### config.mk
export PLATFORM = sky130hd
export DESIGN_NAME = scu_param
export DESIGN_NICKNAME = d
export VERILOG_FILES = /design/src/rtl/scu_pkg.sv /design/src/rtl/scu_reg.sv /design/src/rtl/scu_param.sv
export SDC_FILE = /design/constraint.sdc
export NUM_CORES = 1
export LEC_CHECK = 0
export ABC_AREA = 0
export BUFFER_PORTS_ARGS = -buffer_cell sky130_fd_sc_hd__buf_2
export CAP_MARGIN = 0
export CORE_MARGIN = 8
export CORE_UTILIZATION = 58
export CTS_BUF_LIST = sky130_fd_sc_hd__clkbuf_4
export CTS_CLUSTER_SIZE = 24
export DETAILED_ROUTE_END_ITERATION = 8
export GPL_ROUTABILITY_DRIVEN = 0
export GPL_TIMING_DRIVEN = 0
export PLACE_DENSITY_LB_ADDON = 0.3
export SLEW_MARGIN = 20
export SYNTH_ARGS = -nofsm -noshare
export SYNTH_HDL_FRONTEND = slang
export SYNTH_SLANG_ARGS = --single-unit
export TNS_END_PERCENT = 50
### constraint.sdc
create_clock -name clk -period 4.4 [get_ports clk]
set_input_delay 0.44 -clock clk [delete_from_list [all_inputs] [get_ports clk]]
set_output_delay 0.44 -clock clk [all_outputs]
set_load 0.1 [all_outputs]
### src/rtl/scu_pkg.sv
// ============================================================================
//  Module      : scu_pkg
//  Description : Shared definitions for the simple control unit: opcode
//                encodings and the instruction-phase state enumeration.
//  Revision    : 1.0 - initial release
// ============================================================================
`default_nettype none

package scu_pkg;

    // 3-bit opcode field, the top three bits of the instruction word
    localparam logic [2:0] OP_MV  = 3'b000;
    localparam logic [2:0] OP_MVI = 3'b001;
    localparam logic [2:0] OP_ADD = 3'b010;
    localparam logic [2:0] OP_SUB = 3'b011;
    localparam logic [2:0] OP_AND = 3'b100;
    localparam logic [2:0] OP_OR  = 3'b101;
    localparam logic [2:0] OP_XOR = 3'b110;
    localparam logic [2:0] OP_ILL = 3'b111;

    // Instruction phases: T0 fetch/idle, T1..T3 execution steps
    typedef enum logic [1:0] {
        T0 = 2'd0,
        T1 = 2'd1,
        T2 = 2'd2,
        T3 = 2'd3
    } state_t;

endpackage : scu_pkg

`default_nettype wire

### src/rtl/scu_reg.sv
// ============================================================================
//  Module      : scu_reg
//  Description : DATA_W-bit register with load enable and synchronous clear.
//                Clear has priority over load.
//  Ports       : clk  - clock
//                rst  - synchronous active-high clear
//                i_ld - load enable
//                i_d  - load data
//                o_q  - register contents
//  Revision    : 1.0 - initial release
// ============================================================================
`default_nettype none

module scu_reg #(
    parameter int DATA_W = 16
) (
    input  logic              clk,
    input  logic              rst,
    input  logic              i_ld,
    input  logic [DATA_W-1:0] i_d,
    output logic [DATA_W-1:0] o_q
);

    always_ff @(posedge clk) begin
        if (rst) begin
            o_q <= '0;
        end else if (i_ld) begin
            o_q <= i_d;
        end
    end

endmodule : scu_reg

`default_nettype wire

### src/rtl/scu_param.sv
// ============================================================================
//  Module      : scu_param
//  Description : Parametrised multi-cycle control unit with NREG general
//                registers, an accumulator A, a result register G, a single
//                internal bus and a five-function ALU.
//  Ports       : clk      - clock, rising edge
//                Reset    - synchronous active-high reset
//                Run      - instruction start, sampled in T0 only
//                Din      - instruction word (T0) / immediate (T1)
//                dbg_sel  - register select for dbg_data
//                dbg_data - combinational contents of R[dbg_sel]
//                Bus      - internal bus value
//                Done     - final cycle of an instruction
//                Busy     - unit is not in T0
//                Zero     - last ALU result was zero (registered)
//                Illegal  - undefined opcode pulse
//  Revision    : 1.0 - initial release
// ============================================================================
`default_nettype none

module scu_param
    import scu_pkg::*;
#(
    parameter int DATA_W = 16,
    parameter int NREG   = 8,
    localparam int RSEL_W = $clog2(NREG),
    localparam int IR_W   = 3 + 2 * RSEL_W
) (
    input  logic              clk,
    input  logic              Reset,
    input  logic              Run,
    input  logic [DATA_W-1:0] Din,
    input  logic [RSEL_W-1:0] dbg_sel,
    output logic [DATA_W-1:0] dbg_data,
    output logic [DATA_W-1:0] Bus,
    output logic              Done,
    output logic              Busy,
    output logic              Zero,
    output logic              Illegal
);

    // Elaboration guards: the instruction word must fit in Din and the
    // register file must be fully addressed by the select fields.
    if (DATA_W < IR_W) begin : g_bad_width
        $error("scu_param: DATA_W (%0d) smaller than IR_W (%0d)", DATA_W, IR_W);
    end
    if (NREG != 2 && NREG != 4 && NREG != 8) begin : g_bad_nreg
        $error("scu_param: NREG (%0d) must be 2, 4 or 8", NREG);
    end

    state_t              r_state;
    state_t              w_state_nxt;
    logic [IR_W-1:0]     r_ir;
    logic                r_zero;

    logic [2:0]          w_op;
    logic [RSEL_W-1:0]   w_rx;
    logic [RSEL_W-1:0]   w_ry;

    logic [DATA_W-1:0]   w_r [NREG];
    logic [NREG-1:0]     w_r_ld;
    logic [DATA_W-1:0]   w_a;
    logic [DATA_W-1:0]   w_g;
    logic                w_a_ld;
    logic                w_g_ld;
    logic                w_zero_ld;

    logic [DATA_W-1:0]   w_bus;
    logic [DATA_W-1:0]   w_alu;
    logic                w_done;
    logic                w_illegal;

    assign w_op = r_ir[IR_W-1 -: 3];
    assign w_rx = r_ir[2*RSEL_W-1 -: RSEL_W];
    assign w_ry = r_ir[RSEL_W-1:0];

    // ------------------------------------------------------------------
    // Register file, accumulator and result register
    // ------------------------------------------------------------------
    for (genvar gi = 0; gi < NREG; gi++) begin : g_reg
        scu_reg #(.DATA_W(DATA_W)) u_r (
            .clk  (clk),
            .rst  (Reset),
            .i_ld (w_r_ld[gi]),
            .i_d  (w_bus),
            .o_q  (w_r[gi])
        );
    end

    scu_reg #(.DATA_W(DATA_W)) u_a (
        .clk  (clk),
        .rst  (Reset),
        .i_ld (w_a_ld),
        .i_d  (w_bus),
        .o_q  (w_a)
    );

    scu_reg #(.DATA_W(DATA_W)) u_g (
        .clk  (clk),
        .rst  (Reset),
        .i_ld (w_g_ld),
        .i_d  (w_alu),
        .o_q  (w_g)
    );

    // ------------------------------------------------------------------
    // ALU: A op bus; add/sub wrap modulo 2^DATA_W
    // ------------------------------------------------------------------
    always_comb begin
        w_alu = '0;
        case (w_op)
            OP_ADD:  w_alu = w_a + w_bus;
            OP_SUB:  w_alu = w_a - w_bus;
            OP_AND:  w_alu = w_a & w_bus;
            OP_OR:   w_alu = w_a | w_bus;
            OP_XOR:  w_alu = w_a ^ w_bus;
            default: w_alu = '0;
        endcase
    end

    // ------------------------------------------------------------------
    // State, instruction and flag registers
    // ------------------------------------------------------------------
    always_ff @(posedge clk) begin
        if (Reset) begin
            r_state <= T0;
            r_ir    <= '0;
            r_zero  <= 1'b0;
        end else begin
            r_state <= w_state_nxt;
            // IR only loads at instruction start, so it is stable in T1..T3
            if (r_state == T0 && Run) begin
                r_ir <= Din[IR_W-1:0];
            end
            if (w_zero_ld) begin
                r_zero <= (w_alu == '0);
            end
        end
    end

    // ------------------------------------------------------------------
    // Next state, bus source select and load strobes
    // ------------------------------------------------------------------
    always_comb begin
        w_state_nxt = r_state;
        w_bus       = '0;
        w_r_ld      = '0;
        w_a_ld      = 1'b0;
        w_g_ld      = 1'b0;
        w_zero_ld   = 1'b0;
        w_done      = 1'b0;
        w_illegal   = 1'b0;

        case (r_state)
            T0: begin
                if (Run) begin
                    w_state_nxt = T1;
                end
            end
            T1: begin
                case (w_op)
                    OP_MV: begin
                        w_bus        = w_r[w_ry];
                        w_r_ld[w_rx] = 1'b1;
                        w_done       = 1'b1;
                        w_state_nxt  = T0;
                    end
                    OP_MVI: begin
                        w_bus        = Din;
                        w_r_ld[w_rx] = 1'b1;
                        w_done       = 1'b1;
                        w_state_nxt  = T0;
                    end
                    OP_ADD, OP_SUB, OP_AND, OP_OR, OP_XOR: begin
                        w_bus       = w_r[w_rx];
                        w_a_ld      = 1'b1;
                        w_state_nxt = T2;
                    end
                    default: begin
                        // OP_ILL: finish immediately, touch no state
                        w_done      = 1'b1;
                        w_illegal   = 1'b1;
                        w_state_nxt = T0;
                    end
                endcase
            end
            T2: begin
                w_bus       = w_r[w_ry];
                w_g_ld      = 1'b1;
                w_zero_ld   = 1'b1;
                w_state_nxt = T3;
            end
            T3: begin
                w_bus        = w_g;
                w_r_ld[w_rx] = 1'b1;
                w_done       = 1'b1;
                w_state_nxt  = T0;
            end
            default: begin
                w_state_nxt = T0;
            end
        endcase
    end

    assign Bus      = w_bus;
    assign Done     = w_done;
    assign Illegal  = w_illegal;
    assign Busy     = (r_state != T0);
    assign Zero     = r_zero;
    assign dbg_data = w_r[dbg_sel];

endmodule : scu_param

`default_nettype wire

==> flow_summary_export.csv <==
group,metric,value,unit
power_and_ir_drop,switching_share,38.3,%
logic_synthesis,synthCells,1222,
sta,setup_ws,-584,ps
grt,gr-max-usage-layer,"met2",
finish,final_cell_mix,"nor2_1 (190), dfxtp_1 (167), a211oi_1 (136)",
worst_setup_path,cp.arrival,5450,ps
drt,wl,41100,um
power_and_ir_drop,p_comb_share,36.4,%
floorplanning,initial_utilization,58.7,%
drt,vias_per_cell,6.99,
sta,rsz0062_at_grt,"yes",
grt,grt_usage,33.4,%
min_path,hold_path_depth,3,
clock_tree,cts_hold_buffers,0,
grt,grt_use_met1,42.4,%
logic_synthesis,ys_seq_area_share,30.3,%
floorplanning,rows,51,
floorplanning,fp.coreArea,19300,sq um
finish,regArea,3450,sq um
power_and_ir_drop,power.density,315,nW/um^2
flow_run,cap_violations,0,
grt,grt.met2_usage,49.9,%
grt,grt_pass1_vias,10800,
finish,nFillCells,1501,
finish,mostFrequentLayoutCell,"nor2_1",
worst_setup_path,rr_startpoint,"r_ir[4]",
sta,period_needed,4980,ps
clock_tree,numCtsBuffers,17,
grt,grt_start_max_net_pins,18,
grt,grt_overflow_total,0,
power_and_ir_drop,p_int,2.57,mW
drt,ant_nets,0,
power_and_ir_drop,vdd_drop_max,0.202,mV
worst_setup_path,r2r_setup_slack,-580,ps
logic_synthesis,yosys_most_used_dff,"dfxtp_1",
power_and_ir_drop,leakagePower,4.75,nW
drt,via_count,11400,
drt,drc,0,
sta,fin_crit_sh,113,%
floorplanning,dieArea,24300,sq um
clock_tree,cts_sinks,172,
logic_synthesis,synth_edf_count,0,
logic_synthesis,yosys_warnings,0,
drt,avgRoutedWirePerCell,25.3,um
floorplanning,die_h,156,um
grt,grt_pass1_wl,61800,um
logic_synthesis,ys_ff_latch,172,
clock_tree,clk_pin_slew_worst_paths,170,ps
grt,antenna_found_initial,1,
logic_synthesis,syn_nets,1294,
finish,nNetsFinal,1419,
sta,setup_tns,-1600,ps
clock_tree,insertion_delay,610,ps
clock_tree,cts_tree,"done",
sta,setup_violations,7,
finish,fin_area,13200,sq um
worst_setup_path,worstSetupPathType,"reg2reg",
status,failed_checks,"setup timing",
clock_tree,clk_path_buf_depth,2,
clock_tree,htree_levels,4,
drt,drtIter0Drc,1809,
floorplanning,die_x,156,um
power_and_ir_drop,power_switching,1.60,mW
logic_synthesis,syn_avg_cell_area,9.29,sq um
status,outcome,"finished, violations left",
place,dpl.hpwl,30100,um
worst_setup_path,cp_max_fo,10,
worst_setup_path,r2r_cells,19,
finish,synthToLayoutAreaGrowth,16.6,%
place,place_area,12000,sq um
worst_setup_path,critPathRequiredTime,4870,ps
logic_synthesis,synthDistinctLibCells,77,
clock_tree,root_buffer,"clkbuf_4",
power_and_ir_drop,p_clk_share,23.8,%
sta,slew_violations,0,
logic_synthesis,ys_async_sr_fraction,0,%
power_and_ir_drop,p_seq_share,39.7,%
sta,tightestPinTransition,1010,ps
finish,multi_input_area,7590,sq um
sta,hold_viol_final,0,
logic_synthesis,netlist_area,11400,sq um
grt,met3_usage,10.2,%
worst_setup_path,startpoint_type,"register",
sta,fin_skew,27.2,ps
floorplanning,ios,58,
worst_setup_path,endpoint_kind,"register",
min_path,hp-class,"in2reg",
sta,slew_headroom,32.9,%
sta,clock.fmax,0.201,GHz
place,portBuffers,54,
drt,first_pass_iters,6,
min_path,hold_start,"Din[4]",
worst_setup_path,rr_endpoint,"u_g.o_q[15]",
finish,layout-drive-gt1-share,26.2,%
min_path,whs_endpoint,"r_ir[4]",
## sequential cells by signal (all words and copies together), names as in the netlist, named ones only
| register | count |
|---|---|
| u_a.o_q | 16 |
| u_g.o_q | 16 |
| g.u_r.o_q | 128 |
| r_ir | 9 |
| r_state | 1 |
| Zero | 1 |
## critical path, stage by stage, from the launching register on
cell and delay [ps]:
dfxtp_2 410, buf_4 210, nor2b_1 520, a221oi_1 200, o221ai_1 350, o211a_1 340, nor4b_4 220, buf_4 200
a31oi_2 140, xnor2_1 170, ha_1 320, nor2b_4 220, o2111ai_4 140, nand4b_1 180, a41oi_2 160, buf_4 190
and3_1 140, a221o_1 380, nor3_4 220, a311oi_1 110
## final cells by class
cell class | count | share of cell area (%)
Antenna cell | 1 | 0.0189
Buffer | 112 | 5.09
Clock buffer | 17 | 0.964
Clock inverter | 15 | 1.30
Inverter | 46 | 1.42
Multi-Input combinational cell | 890 | 57.4
Sequential cell | 172 | 26.1
Tap cell | 265 | 2.50
Timing Repair Buffer | 108 | 5.27
## per-layer routing
metal / wire length [um] / part of all wire, %
met1: 15300 / 37
met4: 2330 / 5.7
met2: 17900 / 43
met5: 0 / 0
met3: 5590 / 14
## timing repair
action,CTS,global route
pin swaps,31,31
setup endpoints to repair,17,12
cloned,0,1
gates resized for setup,87,45
setup buffers,30,23
## per-stage QoR
| stage | util, % | power [mW] | hold slack [ps] | setup slack (ps) | std cells |
|---|---|---|---|---|---|
| finish | 68.5 | 4.17 | 92.0 | -584 | 1626 |
| global route | 68.5 | 4.32 | 66.6 | -645 | 1626 |
| CTS | 66.5 | 3.99 | 69.4 | -297 | 1601 |
| detailed placement | 62.3 | 2.89 | 453 | -1320 | 1541 |
| global placement | 62.2 | 2.86 | 450 | -1230 | 1541 |
| floorplan | - | 2.60 | 437 | -956 | 1222 |
## logic make-up (layout without fill, tap and decap cells)
family / after synthesis / after routing / synth area share [%]
compound gates: 313 / 313 / 20.1
xor+xnor: 22 / 22 / 1.70
fa+ha+maj: 50 / 50 / 5.58
buf+inv: 160 / 298 / 6.03
flops: 172 / 172 / 30.3
mux: 162 / 162 / 22.4
other cells: 0 / 1 / 0
simple gates: 343 / 343 / 13.9
## cell usage after synthesis (10+ instances only)
cell type  count  area (sq um)
xnor2_1       16           140
a211oi_1     137          1030
ha_1          49           613
a22oi_1       20           150
buf_2         12          60.1
nor2_1       193           724
nor3_1        15          75.1
buf_1         10          37.5
mux4_2        66          1490
mux2i_1       59           591
o21ai_0       15          75.1
dfxtp_1      172          3440
and2_1        10          62.6
o22ai_1       21           131
nand2_1       55           206
clkbuf_1      83           312
mux2_2        32           360
a21oi_1       48           240
o221ai_1      16           140
inv_1         38           143
## how the worst max path moves through the flow
stage	startpoint	end	slack (ps)	cells past startpoint
after global routing	r_ir[7]	u_g.o_q[15]	-650	18
after CTS	r_ir[1]	u_g.o_q[15]	-300	20
final	r_ir[4]	u_g.o_q[15]	-580	19
after detailed placement	r_ir[7]	u_g.o_q[15]	-1320	21
after global placement	r_ir[0]	u_g.o_q[15]	-1230	20
after floorplan	r_ir[1]	u_g.o_q[15]	-960	18
## power groups by stage
stage	Sequential, mW	Clock [mW]	Combinational, mW
after floorplan	1.67	0	0.928
after global placement	1.68	0	1.18
final	1.66	0.994	1.52
after CTS	1.65	0.987	1.35
after global routing	1.66	1.06	1.60
after detailed placement	1.68	0	1.21
(Power assumes the default switching activity.)
